--- src/rtl/rr_packet_arbiter.sv ---
// Round-robin packet arbiter: shares one registered output channel between
// CHANNELS valid/ready requesters and holds the grant for a whole packet.
module rr_packet_arbiter #(
  parameter int unsigned CHANNELS = 4,
  parameter int unsigned WIDTH    = 8
) (
  input  logic                          clk,
  input  logic                          reset,
  input  logic                          enable,
  input  logic [WIDTH*CHANNELS-1:0]     in,
  input  logic [CHANNELS-1:0]           in_valid,
  input  logic [CHANNELS-1:0]           in_last,
  output logic [CHANNELS-1:0]           in_ready,
  output logic [$clog2(CHANNELS)-1:0]   sel,
  output logic [WIDTH-1:0]              out,
  output logic                          out_last,
  output logic                          out_valid,
  input  logic                          out_ready
);

  localparam int unsigned PW = $clog2(CHANNELS);

  typedef enum logic {
    IDLE   = 1'b0,
    LOCKED = 1'b1
  } state_e;

  state_e          state_q, state_d;
  logic [PW-1:0]   ptr_q, ptr_d;
  logic [PW-1:0]   sel_q, sel_d;
  logic [WIDTH-1:0] out_q, out_d;
  logic            out_last_q, out_last_d;
  logic            out_valid_q, out_valid_d;

  logic            can_accept_c;
  logic            win_found_c;
  logic [PW-1:0]   win_ch_c;
  logic            grant_en_c;
  logic [PW-1:0]   grant_ch_c;
  logic            grant_valid_c;
  logic            grant_last_c;
  logic [WIDTH-1:0] grant_data_c;
  logic            xfer_c;

  // Wrap-around successor of a channel index; never leaves 0..CHANNELS-1.
  function automatic logic [PW-1:0] next_ch(input logic [PW-1:0] c);
    return (c == PW'(CHANNELS - 1)) ? '0 : c + PW'(1);
  endfunction

  // Round-robin winner: first valid channel at or above ptr, else lowest below it.
  always_comb begin
    win_found_c = 1'b0;
    win_ch_c    = '0;
    for (int i = 0; i < int'(CHANNELS); i++) begin
      if (!win_found_c && in_valid[i] && (PW'(i) >= ptr_q)) begin
        win_found_c = 1'b1;
        win_ch_c    = PW'(i);
      end
    end
    for (int i = 0; i < int'(CHANNELS); i++) begin
      if (!win_found_c && in_valid[i] && (PW'(i) < ptr_q)) begin
        win_found_c = 1'b1;
        win_ch_c    = PW'(i);
      end
    end
  end

  // Next-state, handshake and output-register logic.
  always_comb begin
    state_d       = state_q;
    ptr_d         = ptr_q;
    sel_d         = sel_q;
    out_d         = out_q;
    out_last_d    = out_last_q;
    out_valid_d   = out_valid_q;
    grant_en_c    = 1'b0;
    grant_ch_c    = sel_q;
    grant_valid_c = 1'b0;
    grant_last_c  = 1'b0;
    grant_data_c  = '0;
    in_ready      = '0;

    can_accept_c = !out_valid_q || out_ready;

    case (state_q)
      IDLE: begin
        grant_en_c = enable && win_found_c;
        grant_ch_c = win_ch_c;
      end
      LOCKED: begin
        grant_en_c = 1'b1;
        grant_ch_c = sel_q;
      end
      default: begin
        state_d = IDLE;
      end
    endcase

    // Nothing is offered while reset is being sampled.
    if (reset) begin
      grant_en_c = 1'b0;
    end

    for (int i = 0; i < int'(CHANNELS); i++) begin
      if (PW'(i) == grant_ch_c) begin
        grant_valid_c = in_valid[i];
        grant_last_c  = in_last[i];
        grant_data_c  = in[i*WIDTH +: WIDTH];
        in_ready[i]   = grant_en_c && can_accept_c;
      end
    end

    xfer_c = grant_en_c && can_accept_c && grant_valid_c;

    if (xfer_c) begin
      out_d       = grant_data_c;
      out_last_d  = grant_last_c;
      out_valid_d = 1'b1;
      sel_d       = grant_ch_c;
      if (grant_last_c) begin
        state_d = IDLE;
        ptr_d   = next_ch(grant_ch_c);
      end else begin
        state_d = LOCKED;
      end
    end else if (out_ready) begin
      out_valid_d = 1'b0;
    end
  end

  // State, pointer and output registers; reset overrides every update.
  always_ff @(posedge clk) begin
    if (reset) begin
      state_q     <= IDLE;
      ptr_q       <= '0;
      sel_q       <= '0;
      out_q       <= '0;
      out_last_q  <= 1'b0;
      out_valid_q <= 1'b0;
    end else begin
      state_q     <= state_d;
      ptr_q       <= ptr_d;
      sel_q       <= sel_d;
      out_q       <= out_d;
      out_last_q  <= out_last_d;
      out_valid_q <= out_valid_d;
    end
  end

  assign sel       = sel_q;
  assign out       = out_q;
  assign out_last  = out_last_q;
  assign out_valid = out_valid_q;

endmodule

--- config.mk ---
export PLATFORM = sky130hd
export DESIGN_NAME = rr_packet_arbiter
export DESIGN_NICKNAME = d
export VERILOG_FILES = /design/src/rtl/rr_packet_arbiter.sv
export SDC_FILE = /design/constraint.sdc
export NUM_CORES = 1
export LEC_CHECK = 0
export CAP_MARGIN = 20
export CORE_MARGIN = 2
export CORE_UTILIZATION = 39
export DETAILED_ROUTE_END_ITERATION = 8
export PLACE_DENSITY = 0.89
export SETUP_SLACK_MARGIN = 0.05
export SYNTH_ARGS = -nofsm -noshare
export SYNTH_HDL_FRONTEND = slang
export SYNTH_SLANG_ARGS = --single-unit
--- constraint.sdc ---
create_clock -name clk -period 4.1 [get_ports clk]
set_clock_uncertainty 0.05 [all_clocks]
set_input_delay 1.025 -clock clk [delete_from_list [all_inputs] [get_ports clk]]
set_output_delay 1.025 -clock clk [all_outputs]
set_load 0.005 [all_outputs]
======== Word-level counts from Yosys, hierarchy flattened ========
Cells that the tools add are included.
operators by class
  add/sub/neg operators ................... 1
  order comparisons ....................... 8
  equality and inequality tests ........... 4
  multiplexer cells ....................... 38
  bitwise logic cells ..................... 1
  reduce and logical (&&, ||, !) cells .... 30
operator list
  operator                                                   number
  2-to-1 mux 8 bit                                           4
  2-to-1 mux 1 bit                                           25
  logical AND 1 bit                                          18
  2-to-1 mux 2 bit                                           7
  zero test 1 bit                                            8
  == test 2 bit, first input constant                        2
  >= comparator 1 x 2 -> 1 bit, first input constant         2
  >= comparator 2 bit, first input constant                  2
  less-than comparator 1 x 2 -> 1 bit, first input constant  2
  less-than comparator 2 bit, first input constant           2
  one-hot mux 2 bit (2 select lines)                         1
  adder 2 x 1 -> 2 bit, second input constant                1
  == test 1 x 2 -> 1 bit, first input constant               1
  == test 2 bit, second input constant                       1
  zero test 2 bit                                            1
  one-hot mux 1 bit (2 select lines)                         1
  AND reduction 2 bit                                        1
  nonzero test 2 bit                                         1
  logical OR 1 bit                                           1
  inverter 1 bit                                             1
word-level totals
  register bits ........................... 15
  output and inout bits ................... 16

======== Longest topological paths before layout ========
Gate-level depths: netlist of the first run.
  depth after elaboration ................. 39
  gate-level depth with buffers ........... 13
  mapped depth without buffers ............ 11

======== Worst setup path after synthesis of the first run ========
No wires, ideal clock.
  path kind ............................... input to output
  from .................................... input in_valid[1]
  to ...................................... output in_ready[3]
  arrival time ............................ 2.682 ns
  required time ........................... 3.025 ns
  setup slack ............................. 0.343 ns
  cell stages on the path ................. 9
  path through ............................ or2_1 -> o32ai_1 -> nor4_1 -> a21oi_1 -> inv_1 -> ha_1 -> buf_2 -> clkbuf_1 -> and2_1
RTL lines
  element                                 RTL line  source
  start: declaration                      11        input logic [CHANNELS-1:0] in_valid,
  logical AND 1 bit (2 in series)         55        if (!win_found_c && in_valid[i] && (PW'(i) >= ptr_q)) begin
  2-to-1 mux 1 bit                        55
  zero test 1 bit                         55
  logical AND 1 bit (2 in series)         55
  2-to-1 mux 1 bit                        55
  zero test 1 bit                         55
  logical AND 1 bit (2 in series)         55
  2-to-1 mux 1 bit                        55
  [... 11 more ...]                       -
  2-to-1 mux 1 bit                        61        if (!win_found_c && in_valid[i] && (PW'(i) < ptr_q)) begin
  zero test 1 bit                         61
  logical AND 1 bit (2 in series)         61
  2-to-1 mux 2 bit (*)                    61
  one-hot mux 2 bit (2 select lines) (*)  85        case (state_q)
  via grant_ch_c[0]                       39        logic [PW-1:0] grant_ch_c;
  == test 2 bit (*)                       105       if (PW'(i) == grant_ch_c) begin
  2-to-1 mux 1 bit (*)                    105
  end: declaration                        13        output logic [CHANNELS-1:0] in_ready,
The timed path passes the listed nets; every way through them passes the cells marked *.

======== Final worst setup path of the first run ========
Ends and elaborated chain as after synthesis.

==> metrics.txt, run 1 <==
status finished clean; via count 1451; part of the total power dissipated in combinational logic 0.650; Area growth, synth to finish 72.9%; share of flip-flops with an asynchronous set or reset after synthesis 0; violation count after the first detailed-route iteration 46; element type at the critical path end output port; cts bufs inserted 3; sum of overflow across all layers after global routing 0; peak ir drop on the vdd network 0.000281 V; H-tree depth reported by CTS 1; share of the synthesized area in the top cell type 0.267; sum of routed wire length over all layers 4440 µm; count of distinct cell types in the synthesized netlist 40; Mapped Nets 185; Top Ports 60; MaxCap Viol Count 0; antenna violations before repair 0; die height 57.7 µm; most common cell in the netlist sky130_fd_sc_hd__a21oi_1; required time worst endpoint 3020 ps; number of buffers and inverters on the critical path 4; actual slew at the worst max-slew pin 488 ps; Design Power 0.000832 W; net switching power 0.000345 W; CP Data Arrival Time 2910 ps; portion of total power attributed to the clock network 0.110; number of filler instances in the final layout 215; average cell area after synthesis 8.20 µm²; prevailing post-synth register cell sky130_fd_sc_hd__dfxtp_1; final antenna diode count 0; slowest cell on the critical path sky130_fd_sc_hd__o32ai_2; Worst Setup Path Type in2out; final-stage net count 266; Rel. slew slack 0.672; share of cell area taken by muxes after synthesis 0.0367; synthesized-area fraction occupied by xor and xnor cells 0; share of total power consumed by net switching 0.415; peak clock frequency supported by timing 0.251 GHz; leakage power total 0.753 nW; pin count of the biggest net entering global routing 22; DP Cell Count 240; fraction of final layout cells with drive strength greater than 1 0.217; placement-stage worst setup slack -270 ps; YS warnings 0; clock sinks 15; least setup slack across all paths after layout 115 ps; post-detailed-route via-to-cell ratio 5.85; count of standard-cell rows 19; total half-perimeter wirelength after legalization and detailed placement 3100 µm; insertion delay of the later-clocked pin in the worst-skew pair 300 ps; Total Routing Usage GR 0.270; DR WL/cell 17.9 µm; final cell count without fillers 248; Final ANT Viol Nets 0; number of enable-type register cells in the synthesized netlist 0; sequential group share of total power 0.239; die area 3330 µm²; final worst-path cycle share 0.972; family with the most delay on the worst path buffers and inverters; Min Clock Period, post-route 3990 ps; DR pass1 iterations 5; Gate Count Post-Synth 137; Simple-Gate Fraction of Synth Area 0.268; maximum fanout count along the critical path 3; portion of the post-synthesis area used by sequential elements 0.267; Largest stage delay, worst path 270 ps; clock tree from TritonCTS done; number of buffers inserted for hold repair after clock tree synthesis 0; via count of the first global-routing pass 1465; register-to-register setup slack 790 ps; FF+latch count, synth 15; total negative slack 0 ps; compound-gate portion of the synthesized area 0.307; CP Cell Sequence dlygate4sd2_1 -> or2_1 -> o32ai_2 -> nor4_1 -> a21oi_1 -> inv_1 -> buf_4 -> ha_2 -> and2_1 -> clkdlybuf4s15_1; post-synthesis cell type with the largest combined area sky130_fd_sc_hd__dfxtp_1; kind of launch point of the worst setup path primary input; cell-internal power 0.000486 W; I/O Buffers 59; RSZ-0062 raised after global routing no; ranking of synthesized cells by instance count sky130_fd_sc_hd__a21oi_1 (23), sky130_fd_sc_hd__dfxtp_1 (15), sky130_fd_sc_hd__nor2b_1 (11); wire length of the first global-routing pass 6860 µm; total power density per cell area 428 nW/µm²; Hold Worst Slack 439 ps; clock tree root driver cell sky130_fd_sc_hd__clkbuf_4; main combinational cell family by area after synthesis compound AO/OA/AOI/OAI gates; worst-case clock buffer depth 2; max-slew violation total from the final report 0; count of endpoints failing hold in the final timing report 0; floorplan die width 57.7 µm; clock transition at the registers of the reported paths 100 ps; post-synthesis instance area 1120 µm²; placeable core region 2760 µm²; dominant cells by area after synthesis sky130_fd_sc_hd__dfxtp_1 (27%), sky130_fd_sc_hd__a21oi_1 (10%), sky130_fd_sc_hd__a221oi_1 (6.2%); DRC violation count after routing 0; initial core utilization 0.407; worst min-delay path category reg2reg; placer's final routability congestion estimate 0.917; arithmetic-cell share of the synthesized area counting full adders, half adders and majority gates 0.0445; Setup-failing EPs final 0
## logic make-up after synthesis
kind of cell,count (synthesis)
and+or+nand+nor,45
AOI/OAI and AO/OA,53
adders and majority gates,4
buffers and inverters,16
muxes,4
DFF,15
## cell usage in the layout, fill, tap and decap left out, drive strengths merged, types with 3 or more instances in the layout
cell and count:
nor2b 11, inv 6, clkdlybuf4s50 51, dlygate4sd2 6, nand2 5, dfxtp 15, a211oi 9, mux2i 3
nor4 3, nor2 4, ha 4, nand2b 3, clkbuf 3, o21ai 5, a221oi 8, a21oi 23
buf 28, nor3 8, and2 4
## timing repair
action,4_1_cts,5_1_grt
buffers inserted,4,0
setup endpoints to repair,4,4
resized for setup,19,0
pin swaps,4,2
## worst reg2reg max path, stage by stage (launching register included)
cell,delay (ps)
sky130_fd_sc_hd__dfxtp_1,540
sky130_fd_sc_hd__nand2b_4,90
sky130_fd_sc_hd__o32ai_2,280
sky130_fd_sc_hd__nor4_1,90
sky130_fd_sc_hd__a21oi_1,240
sky130_fd_sc_hd__inv_1,100
sky130_fd_sc_hd__buf_4,150
sky130_fd_sc_hd__ha_2,190
sky130_fd_sc_hd__buf_4,190
sky130_fd_sc_hd__nor2b_1,250
sky130_fd_sc_hd__a221oi_1,120
sky130_fd_sc_hd__nor3_1,450
sky130_fd_sc_hd__nand3_2,160
sky130_fd_sc_hd__mux2_2,310
## layout make-up
cell class	count	area, µm²	share of cell area
Multi-Input combinational cell	106	773	0.398
Clock buffer	3	22.5	0.0116
Inverter	6	22.5	0.0116
Timing Repair Buffer	86	781	0.402
Tap cell	31	38.8	0.0200
Sequential cell	15	300	0.155
Clock inverter	1	5.00	0.00258
## worst paths after layout
check | from | to | depth (start not counted)
worst min register to register | out_last$_SDFFE_PP0P_ | out_last$_SDFFE_PP0P_ | 2
worst min-delay path | out_last$_SDFFE_PP0P_ | out_last$_SDFFE_PP0P_ | 2
worst max register to register | ptr_q[1]$_SDFFE_PP0P_ | ptr_q[1]$_SDFFE_PP0P_ | 13
worst max-delay path | in_valid[1] | in_ready[3] | 10
## state kept, by name (all words and copies together) (netlist names)
signal	flops
out_valid	1
state_q	1
sel	2
out_last	1
ptr_q	2
out	8
## stage by stage
| step | utilization | instance area, µm² |
|---|---|---|
| 2_1_floorplan | - | 1120 |
| 4_1_cts | 0.705 | 1940 |
| 3_3_place_gp | 0.676 | 1860 |
| 3_5_place_dp | 0.676 | 1860 |
| 6_report | 0.705 | 1940 |
| 5_1_grt | 0.705 | 1940 |
## metal layers
metal	GRT usage	wire length, µm
met1	0.300	1570
met2	0.497	2300
met3	0.0379	399
met4	0.136	172
met5	0	0
## power groups by stage
stage	clock (W)	sequential (W)	combinational [W]
floorplan	0	0.000196	0.000284
global placement	0	0.000197	0.000474
detailed placement	0	0.000199	0.000498
CTS	0.0000908	0.000197	0.000524
global route	0.0000968	0.000201	0.000575
finish	0.0000918	0.000199	0.000541
No activity file was read; power rests on OpenSTA's default activity.
==> run 2: changes to the inputs <==
--- a/config.mk
+++ b/config.mk
@@ -10,6 +10,7 @@
 export CORE_UTILIZATION = 39
 export DETAILED_ROUTE_END_ITERATION = 8
 export PLACE_DENSITY = 0.89
+export REMOVE_ABC_BUFFERS = 1
 export SETUP_SLACK_MARGIN = 0.05
 export SYNTH_ARGS = -nofsm -noshare
 export SYNTH_HDL_FRONTEND = slang
==> run 2 against run 1 <==
Against the previous run: power is 2.9% higher; utilization is 2.4 points higher; first-iteration DRC count is 110% higher; sequential power hardly changed; global-route usage is 0.61 points lower; maximum frequency is 1.6% lower; die area stayed put.
==> metrics.txt, run 2 (synthesized netlist as in run 1, its figures left out) <==
portion of total power attributed to the clock network 0.111 (about the same); Setup-failing EPs final 0 (unchanged); wire length of the first global-routing pass 6550 µm (-4.5%); worst min-delay path category reg2reg; net switching power 0.000355 W (+2.8%); Min Clock Period, post-route 4050 ps (+64.8 ps); sum of routed wire length over all layers 4450 µm (+0.16%); least setup slack across all paths after layout 50.0 ps (-64.8 ps); DP Cell Count 239 (-0.42%); Rel. slew slack 0.735 (+0.0632); die area 3330 µm² (unchanged); required time worst endpoint 3020 ps (about the same); placement-stage worst setup slack -157 ps (+114 ps); CP Data Arrival Time 2980 ps (+70 ps); share of total power consumed by net switching 0.415 (-0.000617); fraction of final layout cells with drive strength greater than 1 0.255 (+0.0380); number of buffers inserted for hold repair after clock tree synthesis 0 (unchanged); DR WL/cell 17.7 µm (-1.0%); Top Ports 60 (unchanged); kind of launch point of the worst setup path primary input; sum of overflow across all layers after global routing 0 (unchanged); total negative slack 0 ps (unchanged); maximum fanout count along the critical path 3 (unchanged); clock sinks 15 (unchanged); register-to-register setup slack 760 ps (-30 ps); part of the total power dissipated in combinational logic 0.654 (+0.004); count of endpoints failing hold in the final timing report 0 (unchanged); clock tree from TritonCTS done; cts bufs inserted 3 (unchanged); final worst-path cycle share 0.988 (+0.0158); initial core utilization 0.407 (unchanged); placer's final routability congestion estimate 0.793 (-14%); Area growth, synth to finish 78.8%; Total Routing Usage GR 0.264 (-0.00615); FF-to-FF Start ptr_q[1]$_SDFFE_PP0P_; leakage power total 0.795 nW (+5.6%); antenna violations before repair 0 (unchanged); floorplan die width 57.7 µm (unchanged); total half-perimeter wirelength after legalization and detailed placement 2930 µm (-5.4%); insertion delay of the later-clocked pin in the worst-skew pair 310 ps (about the same); post-detailed-route via-to-cell ratio 5.69 (-2.7%); placeable core region 2760 µm² (unchanged); sequential group share of total power 0.235 (-0.004); total power density per cell area 426 nW/µm² (-0.49%); number of filler instances in the final layout 198 (-7.9%); Final ANT Viol Nets 0 (unchanged); status finished clean; DR pass1 iterations 4 (-1); H-tree depth reported by CTS 1 (unchanged); startpoint of the most critical setup path in_valid[3]; max-slew violation total from the final report 0 (unchanged); via count 1429 (-1.5%); I/O Buffers 59 (unchanged); final-stage net count 269 (+1.1%); worst-case clock buffer depth 2 (unchanged); element type at the critical path end output port; via count of the first global-routing pass 1406 (-4.0%); MaxCap Viol Count 0 (unchanged); clock transition at the registers of the reported paths 100 ps (about the same); DRC violation count after routing 0 (unchanged); final antenna diode count 0 (unchanged); clock tree root driver cell sky130_fd_sc_hd__clkbuf_4; peak clock frequency supported by timing 0.247 GHz (-1.6%); pin count of the biggest net entering global routing 22 (unchanged); actual slew at the worst max-slew pin 396 ps (-91.5 ps); die height 57.7 µm (unchanged); flip-flop count of the largest register after layout 8 (unchanged); most frequent standard cell in the layout excluding fill and tap cells sky130_fd_sc_hd__clkdlybuf4s50_1; cell-internal power 0.000501 W (+3.0%); Worst Setup Path Type in2out; worst min-delay path startpoint out_last$_SDFFE_PP0P_; violation count after the first detailed-route iteration 98 (+110%); final cell count without fillers 251 (+1.2%); most used cells in the layout excluding fill and tap cells sky130_fd_sc_hd__clkdlybuf4s50_1 (52), sky130_fd_sc_hd__buf_4 (29), sky130_fd_sc_hd__a21oi_1 (22); peak ir drop on the vdd network 0.000294 V (+4.8%); count of standard-cell rows 19 (unchanged)
==> run 2: worst paths after layout <==
path | to | depth (start not counted)
min reg2reg | out_last$_SDFFE_PP0P_ | 2
min | out_last$_SDFFE_PP0P_ | 2
max | in_ready[2] | 9
max reg2reg | out[2]$_SDFFE_PP0P_ | 13
==> run 2: worst max-delay path, cell delays in order <==
cell and delay [ps]:
sky130_fd_sc_hd__clkdlybuf4s50_1 480, sky130_fd_sc_hd__nand2b_4 140, sky130_fd_sc_hd__o32ai_2 90, sky130_fd_sc_hd__nor4_2 390, sky130_fd_sc_hd__a21oi_2 90, sky130_fd_sc_hd__buf_4 160
sky130_fd_sc_hd__ha_2 190, sky130_fd_sc_hd__and2_1 140, sky130_fd_sc_hd__dlygate4sd2_1 270
==> run 2: timing repair <==
item / 4_1_cts / 5_1_grt
buffers inserted: 7 / 1
endpoints found under the hold margin: 0 / 0
setup endpoints to repair: 4 / 7
pin swaps: 4 / 3
gates resized for setup: 15 / 8
==> run 2: layer usage <==
layer,part of all wire,global-route usage,up-vias
li1,-,-,675
met1,0.38,0.294,654
met2,0.48,0.461,83
met3,0.093,0.0603,17
met4,0.039,0.146,0
met5,0,0,-
==> run 2: stage by stage <==
step                      power, W  cell area (µm²)   util  hold slack (ps)
after CTS                 0.000823             1970  0.716              463
final                     0.000856             2010  0.729              463
after floorplan           0.000451             1060      -              414
after detailed placement  0.000699             1860  0.673              448
after global placement    0.000674             1860  0.673              426
after global routing      0.000905             2010  0.729              507
==> run 2: cell type report <==
type,count,area (µm²),area share
repair buffers,89,821,0.408
inverters,6,22.5,0.0112
clock inverters,1,5.00,0.00249
flip-flops and latches,15,300,0.149
clock buffers,3,22.5,0.0112
well taps,31,38.8,0.0193
multi-input cells,106,800,0.398
==> run 2: power by group through the flow <==
stage | clock, W | combinational, W | sequential [W]
2_1_floorplan | 0 | 0.000255 | 0.000196
3_3_place_gp | 0 | 0.000477 | 0.000197
3_5_place_dp | 0 | 0.000500 | 0.000199
4_1_cts | 0.0000929 | 0.000532 | 0.000197
5_1_grt | 0.0000995 | 0.000603 | 0.000203
6_report | 0.0000953 | 0.000559 | 0.000201
==> run 3: changes to the inputs <==
==> constraint.sdc (replaced) <==
create_clock -name clk -period 4.1 [get_ports clk]
set_clock_uncertainty 0.05 [all_clocks]
set_input_delay 1.025 -clock clk [delete_from_list [all_inputs] [get_ports clk]]
set_output_delay 1.025 -clock clk [all_outputs]
set_load 0.01 [all_outputs]
==> run 3 against run 2 <==
Against the previous run: sequential share of layout area is 0.22 points higher; die area stayed put; final area is 1.4% lower; maximum frequency is 2.1% higher; non-clock buffer count is 1 higher; largest cell class unchanged.
==> metrics.txt, run 3 (synthesized netlist as in run 1, its figures left out) <==
worst min-delay path category reg2reg; status finished clean; sum of routed wire length over all layers 3940 µm (-11%); die height 57.7 µm (unchanged); Min Clock Period, post-route 3970 ps (-81.6 ps); Area growth, synth to finish 76.3%; Hold Worst Slack 468 ps (+5.12 ps); post-layout instance area 1980 µm² (-1.4%); Total Routing Usage GR 0.242 (-0.0218); fraction of final layout cells with drive strength greater than 1 0.244 (-0.0102); CP Data Arrival Time 2890 ps (-90 ps); peak clock frequency supported by timing 0.252 GHz (+2.1%); DP Area 1860 µm² (unchanged); insertion delay of the later-clocked pin in the worst-skew pair 300 ps (about the same); least setup slack across all paths after layout 132 ps (+81.6 ps); most frequent standard cell in the layout excluding fill and tap cells sky130_fd_sc_hd__clkdlybuf4s50_1; cell count of the worst hold path 2 (unchanged); maximum fanout count along the critical path 2 (-1); count of standard-cell rows 19 (unchanged); placer's final routability congestion estimate 0.791 (-0.23%); placeable core region 2760 µm² (unchanged); MaxCap Viol Count 0 (unchanged); count of endpoints failing hold in the final timing report 0 (unchanged); clock transition at the registers of the reported paths 100 ps (about the same); hold worst-path end out_last$_SDFFE_PP0P_; sum of overflow across all layers after global routing 0 (unchanged); DR pass1 iterations 4 (unchanged); placement-stage worst setup slack -279 ps (-123 ps); worst min-delay path startpoint out_last$_SDFFE_PP0P_; die area 3330 µm² (unchanged); Final ANT Viol Nets 0 (unchanged); Worst Setup Path Type in2out; RSZ-0062 raised after global routing no; worst reg2reg path depth 14 (+1); total power density per cell area 417 nW/µm² (-2.0%); final worst-path cycle share 0.968 (-0.0199); DRC violation count after routing 0 (unchanged); DR WL/cell 15.6 µm (-12%); final antenna diode count 0 (unchanged); Setup-failing EPs final 0 (unchanged); element type at the critical path end output port; post-route core utilization 0.718 (-0.0104); antenna violations before repair 0 (unchanged); I/O Buffers 59 (unchanged); post-detailed-route via-to-cell ratio 5.58 (-2.1%); max-slew violation total from the final report 0 (unchanged); cts bufs inserted 3 (unchanged); R2R Path End ptr_q[1]$_SDFFE_PP0P_; worst-case clock buffer depth 2 (unchanged); Design Power 0.000827 W (-3.4%); most used cells in the layout excluding fill and tap cells sky130_fd_sc_hd__clkdlybuf4s50_1 (52), sky130_fd_sc_hd__buf_4 (30), sky130_fd_sc_hd__a21oi_1 (23); via count of the first global-routing pass 1408 (+0.14%); floorplan die width 57.7 µm (unchanged); wire length of the first global-routing pass 6300 µm (-3.8%); total half-perimeter wirelength after legalization and detailed placement 2760 µm (-5.9%); Top Ports 60 (unchanged); Rel. slew slack 0.736 (about the same); violation count after the first detailed-route iteration 30 (-69%); number of buffers inserted for hold repair after clock tree synthesis 0 (unchanged); final-stage net count 270 (+0.37%); FF-to-FF Start ptr_q[1]$_SDFFE_PP0P_; H-tree depth reported by CTS 1 (unchanged); kind of launch point of the worst setup path primary input; via count 1405 (-1.7%); flip-flop count of the largest register after layout 8 (unchanged); clock tree from TritonCTS done; peak ir drop on the vdd network 0.000282 V (-4.1%); required time worst endpoint 3020 ps (about the same); register-to-register setup slack 840 ps (+80 ps); leakage power total 0.797 nW (+0.26%); actual slew at the worst max-slew pin 396 ps (-0.637 ps); initial core utilization 0.407 (unchanged); pin count of the biggest net entering global routing 22 (unchanged); clock sinks 15 (unchanged); clock tree root driver cell sky130_fd_sc_hd__clkbuf_4
run 3: worst max-delay path by stage:
stage	start	endpoint	slack [ps]
3_5_place_dp	in_valid[1]	in_ready[3]	-280
3_3_place_gp	in_valid[1]	in_ready[0]	-140
2_1_floorplan	in_valid[1]	ptr_q[1]$_SDFFE_PP0P_	320
6_report	in_valid[1]	in_ready[3]	130
5_1_grt	in_valid[1]	in_ready[3]	80
4_1_cts	in_valid[1]	in_ready[3]	70
run 3: worst max-delay path: stages:
cell and delay [ps]:
sky130_fd_sc_hd__clkdlybuf4s50_1 420, sky130_fd_sc_hd__or2_1 250, sky130_fd_sc_hd__o32ai_2 220, sky130_fd_sc_hd__nor4_1 80, sky130_fd_sc_hd__a21oi_1 190, sky130_fd_sc_hd__inv_1 100, sky130_fd_sc_hd__buf_4 150, sky130_fd_sc_hd__ha_2 190
sky130_fd_sc_hd__and2_1 140, sky130_fd_sc_hd__clkbuf_2 130
run 3: repair_timing:
| action | 4_1_cts | 5_1_grt |
|---|---|---|
| resized for setup | 13 | 11 |
| endpoints found under the setup margin | 4 | 4 |
| endpoints found under the hold margin | 0 | 0 |
| buffers inserted | 8 | 1 |
| pin swaps | 3 | 3 |
run 3: layer usage:
metal  global-route usage  vias to the layer above  share of wire  wire length (µm)
met4               0.0963                        0          0.027               106
met1                0.290                      649           0.41              1620
met3               0.0469                       11          0.084               330
met5                    0                        -              0                 0
li1                     -                      684              -                 -
met2                0.424                       61           0.48              1880
run 3: stage by stage:
step / setup TNS (ps) / instances
final: 0 / 252
after global routing: 0 / 252
after CTS: 0 / 251
after detailed placement: -2600 / 239
after global placement: -545 / 239
after floorplan: 0 / 127
run 3: final cells by class:
class	instances	area, µm²
fillers	211	777
multi-input cells	106	772
flip-flops and latches	15	300
well taps	31	38.8
inverters	6	22.5
repair buffers	90	820
clock buffers	3	22.5
clock inverters	1	5.00
run 3: power by group:
group / internal, W / switching, W
combinational: 0.000285 / 0.000254
clock: 0.0000364 / 0.0000538
sequential: 0.000173 / 0.0000247
total: 0.000495 / 0.000332
